## config.mk

```make
export PLATFORM = sky130hd
export DESIGN_NAME = codificador_teclado
export DESIGN_NICKNAME = d
export VERILOG_FILES = /design/src/rtl/codificador_teclado.sv
export SDC_FILE = /design/constraint.sdc
export NUM_CORES = 1
export LEC_CHECK = 0
export ABC_AREA = 1
export CAP_MARGIN = 20
export CELL_PAD_IN_SITES_DETAIL_PLACEMENT = 0
export CELL_PAD_IN_SITES_GLOBAL_PLACEMENT = 1
export CORE_UTILIZATION = 45
export CTS_CLUSTER_SIZE = 25
export DETAILED_ROUTE_END_ITERATION = 8
export PLACE_DENSITY = 0.91
export RECOVER_POWER = 50
export SETUP_SLACK_MARGIN = 0.02
export SYNTH_ARGS = -nofsm -noshare
export SYNTH_HDL_FRONTEND = slang
export SYNTH_SLANG_ARGS = --single-unit
```

## constraint.sdc

```tcl
create_clock -name clk -period 2.2 [get_ports clk]
set_clock_uncertainty 0.2 [all_clocks]
set_input_delay 0.44 -clock clk [delete_from_list [all_inputs] [get_ports clk]]
set_output_delay 0.44 -clock clk [all_outputs]
set_load 0.05 [all_outputs]
```

## src/rtl/codificador_teclado.sv

```systemverilog
// codificador_teclado: 4x4 keypad column scanner with debounce, reports 4*row+col.
module codificador_teclado #(
    parameter int SCAN_DIV = 50000,
    parameter int DEBOUNCE = 500000
) (
    input  logic       clk,
    input  logic       reset,
    input  logic [3:0] Filas,
    output logic [3:0] Columnas,
    output logic [3:0] Codigo,
    output logic       Valida,
    output logic       Presionada
);
    localparam int SW = $clog2(SCAN_DIV);
    localparam int DW = $clog2(DEBOUNCE);
    localparam logic [SW-1:0] DIV_MAX = SW'(SCAN_DIV - 1);
    localparam logic [DW-1:0] DEB_MAX = DW'(DEBOUNCE - 1);
    typedef enum logic [1:0] {BARRIDO, REBOTE, ESPERA, LIBERA} estado_t;
    estado_t estado, estado_n;
    logic [3:0] s1, f, f_lat, f_lat_n, cod_lat, cod_lat_n, codigo_n;
    logic [SW-1:0] div, div_n;
    logic [DW-1:0] cnt, cnt_n;
    logic [1:0] col, col_n, fila;
    logic valida_n, presionada_n, libre;
    assign libre = &f;
    assign fila = !f[0] ? 2'd0 : !f[1] ? 2'd1 : !f[2] ? 2'd2 : 2'd3;
    assign Columnas = ~(4'b0001 << col);
    always_comb begin
        estado_n = estado;
        div_n = div;
        cnt_n = cnt;
        col_n = col;
        f_lat_n = f_lat;
        cod_lat_n = cod_lat;
        codigo_n = Codigo;
        valida_n = 1'b0;
        presionada_n = Presionada;
        case (estado)
            BARRIDO: begin
                div_n = (div == DIV_MAX) ? '0 : div + SW'(1);
                if (div == DIV_MAX) begin
                    if (libre) col_n = col + 2'd1;
                    else begin
                        cod_lat_n = {fila, col};
                        f_lat_n = f;
                        cnt_n = '0;
                        estado_n = REBOTE;
                    end
                end
            end
            // any change of the row pattern, even within the same column, restarts the scan
            REBOTE: begin
                if (f != f_lat) begin
                    estado_n = BARRIDO;
                    div_n = '0;
                end else if (cnt == DEB_MAX) begin
                    codigo_n = cod_lat;
                    valida_n = 1'b1;
                    presionada_n = 1'b1;
                    estado_n = ESPERA;
                end else cnt_n = cnt + DW'(1);
            end
            ESPERA: begin
                if (libre) begin
                    estado_n = LIBERA;
                    cnt_n = '0;
                end
            end
            LIBERA: begin
                if (!libre) estado_n = ESPERA;
                else if (cnt == DEB_MAX) begin
                    presionada_n = 1'b0;
                    div_n = '0;
                    col_n = col + 2'd1;
                    estado_n = BARRIDO;
                end else cnt_n = cnt + DW'(1);
            end
            default: estado_n = BARRIDO;
        endcase
    end
    always_ff @(posedge clk or posedge reset) begin
        if (reset) begin
            estado <= BARRIDO;
            s1 <= 4'hF;
            f <= 4'hF;
            f_lat <= 4'hF;
            cod_lat <= 4'h0;
            div <= '0;
            cnt <= '0;
            col <= 2'd0;
            Codigo <= 4'h0;
            Valida <= 1'b0;
            Presionada <= 1'b0;
        end else begin
            estado <= estado_n;
            s1 <= Filas;
            f <= s1;
            f_lat <= f_lat_n;
            cod_lat <= cod_lat_n;
            div <= div_n;
            cnt <= cnt_n;
            col <= col_n;
            Codigo <= codigo_n;
            Valida <= valida_n;
            Presionada <= presionada_n;
        end
    end
endmodule
```

# Word level (Yosys, flattened, before mapping)
# Index checks and enable logic that the tools add are counted.
# word_totals
regBits	61
inputBits	6
output_inout_bits	10
word_cells	83
# op_classes
addsub	3
eq_ne	17
n_shift	1
muxes	36
n_bitwise	3
reduce_logical	12
# ops
op	n
19-bit 2-to-1 mux	6
19-bit one-hot mux with 4 select lines	1
16-bit 2-to-1 mux	4
16-bit one-hot mux with 3 select lines	1
2-bit 2-to-1 mux	13
5-bit AND reduction	4
19-bit by 1-bit adder with 19-bit output (second input constant)	1
19-bit == test (second input constant)	1
2-bit inequality test (second input constant)	9
16-bit by 1-bit adder with 16-bit output (second input constant)	1
16-bit == test (second input constant)	1
1-bit 2-to-1 mux	8
2-bit one-hot mux with 4 select lines	1
4-bit AND reduction	2
3-bit inequality test (second input constant)	2
3-bit AND reduction	2
2-bit == test (second input constant)	2
4-bit inequality test	1
4-bit NOT	1
2-bit one-hot mux with 2 select lines	1
2-bit nonzero test	2
1-bit by 2-bit << shifter with 4-bit output (first input constant)	1
3-bit nonzero test	1
2-bit by 1-bit adder with 2-bit output (second input constant)	1
other kinds (4)	5

# Logic depth before layout (Yosys ltp)
# depth
ltp_word	4
depth_mapped	11
mapped_depth_nobuf	11

# Worst setup path before layout
# Ideal clock, no wire load.
# synth_timing
path_kind	reg-to-reg
start	reg cnt[0]
end	reg div[4]
setup_ps	118
arrival_ps	1495
required_ps	1882
setup_slack_ps	386
path_stages_with_launch	10
path_buffers	1
period_less_slack_ps	1814
cell_sequence	dfrtp_1 ha_1 nand3_2 nor2_4 nand2_2 nand2_2 nand3_4 buf_6 nand2_1 o21ai_2
# synth_between
elab_chain_len	3
# synth_rtl
item	line	source
start: declaration	22	logic [DW-1:0] cnt, cnt_n;
start signal: assignment	101	cnt <= cnt_n;
19-bit == test	71	else if (cnt == DEB_MAX) begin
2-bit inequality test (no line)	-	
4-bit AND reduction (no line)	-	
end signal: assignment	100	div <= div_n;
end: declaration	21	logic [SW-1:0] div, div_n;
# Every way passes these cells.
# A chain may end at the register's enable or synchronous reset.

# Worst setup path after layout
# layout_timing
start	reg Codigo[3]
end	out Codigo[3]
# layout_rtl
item	line	source
start: declaration	10	output logic [3:0] Codigo,
start signal: assignment	103	Codigo <= codigo_n;
# No word-level cell between the ends.

==> impl_results.md <==
- Sequential Power Share: 0.501
- CTS sink count: 61
- Unique masters post-synth: 36
- H-Tree Depth: 3
- Final WS setup: 84.8 ps
- I/O Buffers: 15
- Cell Count Post-Placement: 659
- Final TNS setup: 0 ps
- Comb pwr share: 0.018
- Synth warnings: 0
- Startpoint Class: flop
- Share of synthesized flip-flops with an asynchronous set or reset: 1.00
- Slew HR: 0.439
- Final min period: around 2100 ps
- Synth Register Bits: between 60 and 70
- Hold WS: 157 ps
- Worst Setup End Kind: primary output
- Layout area overhead: 14.6%
- CP max FO: 2
- Post-synth EDFFs: 0
- Routed len/inst: between 10 and 15 um
- Inserted Clock Buffers: 9
- Final wirelength: 8600 um
- Clock power frac: 0.481
- Dpl hpwl: 5830 um
- Crit path max-delay family: buffers and inverters
- Final period utilization: 0.961
- Chip height: 95.5 um
- Die width: 95.5 um
- Antenna cells: 0
- Worst Tran Pin Value: 841 ps
- Final hold viol count: 0
- Drt pass-1 iters: 4
- Nets: roughly 580
- CTS tree: done
- Ports: 16
- Number of global-route vias before repair: 3134
- Fin. max-slew vios: 0
- Critical Path RT: approximately 1600 ps
- Vias: between 3000 and 4000
- Max VDD drop: between 0.2 and 0.3 mV
- Share of the synthesized area in the top cell type: 0.312
- Unrepaired setup endpoints after global routing: no
- Yosys top cell by area: dfrtp_1
- Fraction of layout cells with a size suffix above 1: 0.161
- Leakage: 2.22 nW
- Total core area: 8340 sq um
- Syn nets: approximately 550
- Cell Count, Final, Fillers Out: 676
- Setup Viol. Count Final: 0
- Clock root buffer: clkbuf_8
- Total grt overflow: 0
- NetSw: 0.485 mW
- Worst EP arrival: between 1000 and 1500 ps
- Initial drt markers: roughly 140
- Sw frac: 0.213
- Crit path kind: reg -> out
- Pin count of the biggest net entering global routing: between 60 and 70
- First-pass GRT wire length: 14200 um
- Initial antenna violation count: 0
- Buffers & Inverters on Critical Path: 1
- Outcome: complete, no violations
- Commonest non-fill, non-tap cell in the layout: nand2_1
- Mapped cell area: ~3900 sq um
- Primary FF master, synth: dfrtp_1
- Max-Cap Viols: 0
- Sequential area share after synthesis: 0.392
- Hold Crit Class: reg -> reg
- Avg Inst Size Synth: roughly 7.3 sq um
- Rows: 33
- Ranking of synthesized cells by area: dfrtp_1, nand2_1, dfstp_2
- Routed Antenna Nets: 0
- Pwr Total: 2.28 mW
- Max stage delay on crit path: 800 ps
- Worst-path cell chain: clkdlybuf4s50_1
- Max Fclk: between 400 and 500 MHz
- Pwr/cell area: roughly 510 nW/um^2
- Via density: 5.02
- Slowest-stage cell, CP: clkdlybuf4s50_1
- DRC viols: 0
- Pint: ~1.8 mW
- Post-synthesis cell count: 538
- Total Die Area: between 9000 and 10000 sq um
- GPL Wtd Cong: 0.822
- Place WS: 114 ps
- Clk pin slew, worst setup/hold paths: ~70 ps
- Starting density of the core: 0.471
- All-layer global routing usage: 0.202
- Commonest cells after routing, fill and taps aside: nand2_1, nor2_1, dfrtp_1, inv_1, nand3_1
- CTS max path bufs: 2
- Setup bufs post-CTS: 0
- Worst skew pair latency: approximately 340 ps
layer usage:
metal | up-vias | track usage | part of all wire
li1 | 1748 | - | -
met3 | 7 | 0.0486 | 0.029
met1 | 1595 | 0.248 | 0.46
met4 | 0 | 0.0522 | 0.0090
met2 | 42 | 0.354 | 0.50
met5 | - | 0 | 0
path summary, 6_finish.rpt:
kind | startpoint | to | slack [ps] | depth (start not counted)
worst max-delay path | Codigo[3] | Codigo[3] | 80 | 1
worst min-delay path | s1[1] | f[1] | 160 | 0
worst max register to register | div[0] | cnt[1] | 180 | 8
worst min register to register | s1[1] | f[1] | 160 | 0
max in group asynchronous | reset | div[3] | 640 | 3
min in group asynchronous | reset | cod_lat[3] | 610 | 3
power by group through the flow:
stage	Sequential, mW	Clock [mW]	Combinational (mW)
6_report	1.14	1.10	0.0416
5_1_grt	1.14	1.17	0.0493
4_1_cts	1.14	1.12	0.0486
3_5_place_dp	1.16	0	0.0486
3_3_place_gp	1.16	0	0.0478
2_1_floorplan	1.16	0	0.0255
synth_stat cells (2+ instances only):
| library cell | instances |
|---|---|
| a21oi_2 | 2 |
| nand3_2 | 5 |
| nand3_4 | 2 |
| nand2_1 | 181 |
| inv_1 | 50 |
| clkbuf_1 | 3 |
| ha_1 | 10 |
| or2_2 | 3 |
| nor3_1 | 2 |
| a21oi_1 | 2 |
| nand2_4 | 3 |
| nand3_1 | 45 |
| buf_6 | 5 |
| o21bai_1 | 3 |
| nand2_2 | 7 |
| nand4_1 | 15 |
| xor2_1 | 11 |
| dfrtp_1 | 49 |
| dfstp_2 | 12 |
| xnor2_1 | 3 |
| o21ai_0 | 12 |
| o21ai_2 | 11 |
| nor2_8 | 3 |
| buf_2 | 3 |
| nor2_1 | 80 |
| inv_2 | 4 |
| nor2_4 | 2 |
| nor2_2 | 2 |
what timing repair did:
action / in CTS / in global routing
hold buffers: 0 / 0
endpoints found under the setup margin: 0 / 19
gates resized for setup: 0 / 5
logic make-up after synthesis:
group           Yosys count  share of synthesized area
xor+xnor                 14                     0.0312
flops                    61                      0.392
buf+inv                  67                     0.0748
simple gates            354                      0.412
fa+ha+maj                10                     0.0318
compound gates           32                     0.0585
registers in the layout, indices dropped and copies added (netlist names):
name and flops:
f_lat 4, div 16, estado 2, Codigo 4, Valida 1, cod_lat 4
s1 4, cnt 19, Presionada 1, f 4, col 2
through the flow:
step | area, sq um | util
2_1_floorplan | 3930 | -
3_3_place_gp | 4260 | 0.511
3_5_place_dp | 4260 | 0.511
4_1_cts | 4490 | 0.538
5_1_grt | 4510 | 0.540
6_report | 4510 | 0.540
final cells by class:
| class | instances | area (sq um) |
|---|---|---|
| Sequential cell | 61 | 1540 |
| Timing Repair Buffer | 27 | 275 |
| Multi-Input combinational cell | 411 | 2120 |
| Fill cell | 789 | 3830 |
| Tap cell | 105 | 131 |
| Clock buffer | 15 | 220 |
| Inverter | 56 | 211 |
| Clock inverter | 1 | 5.00 |
No activity file was read; power rests on OpenSTA's default activity.
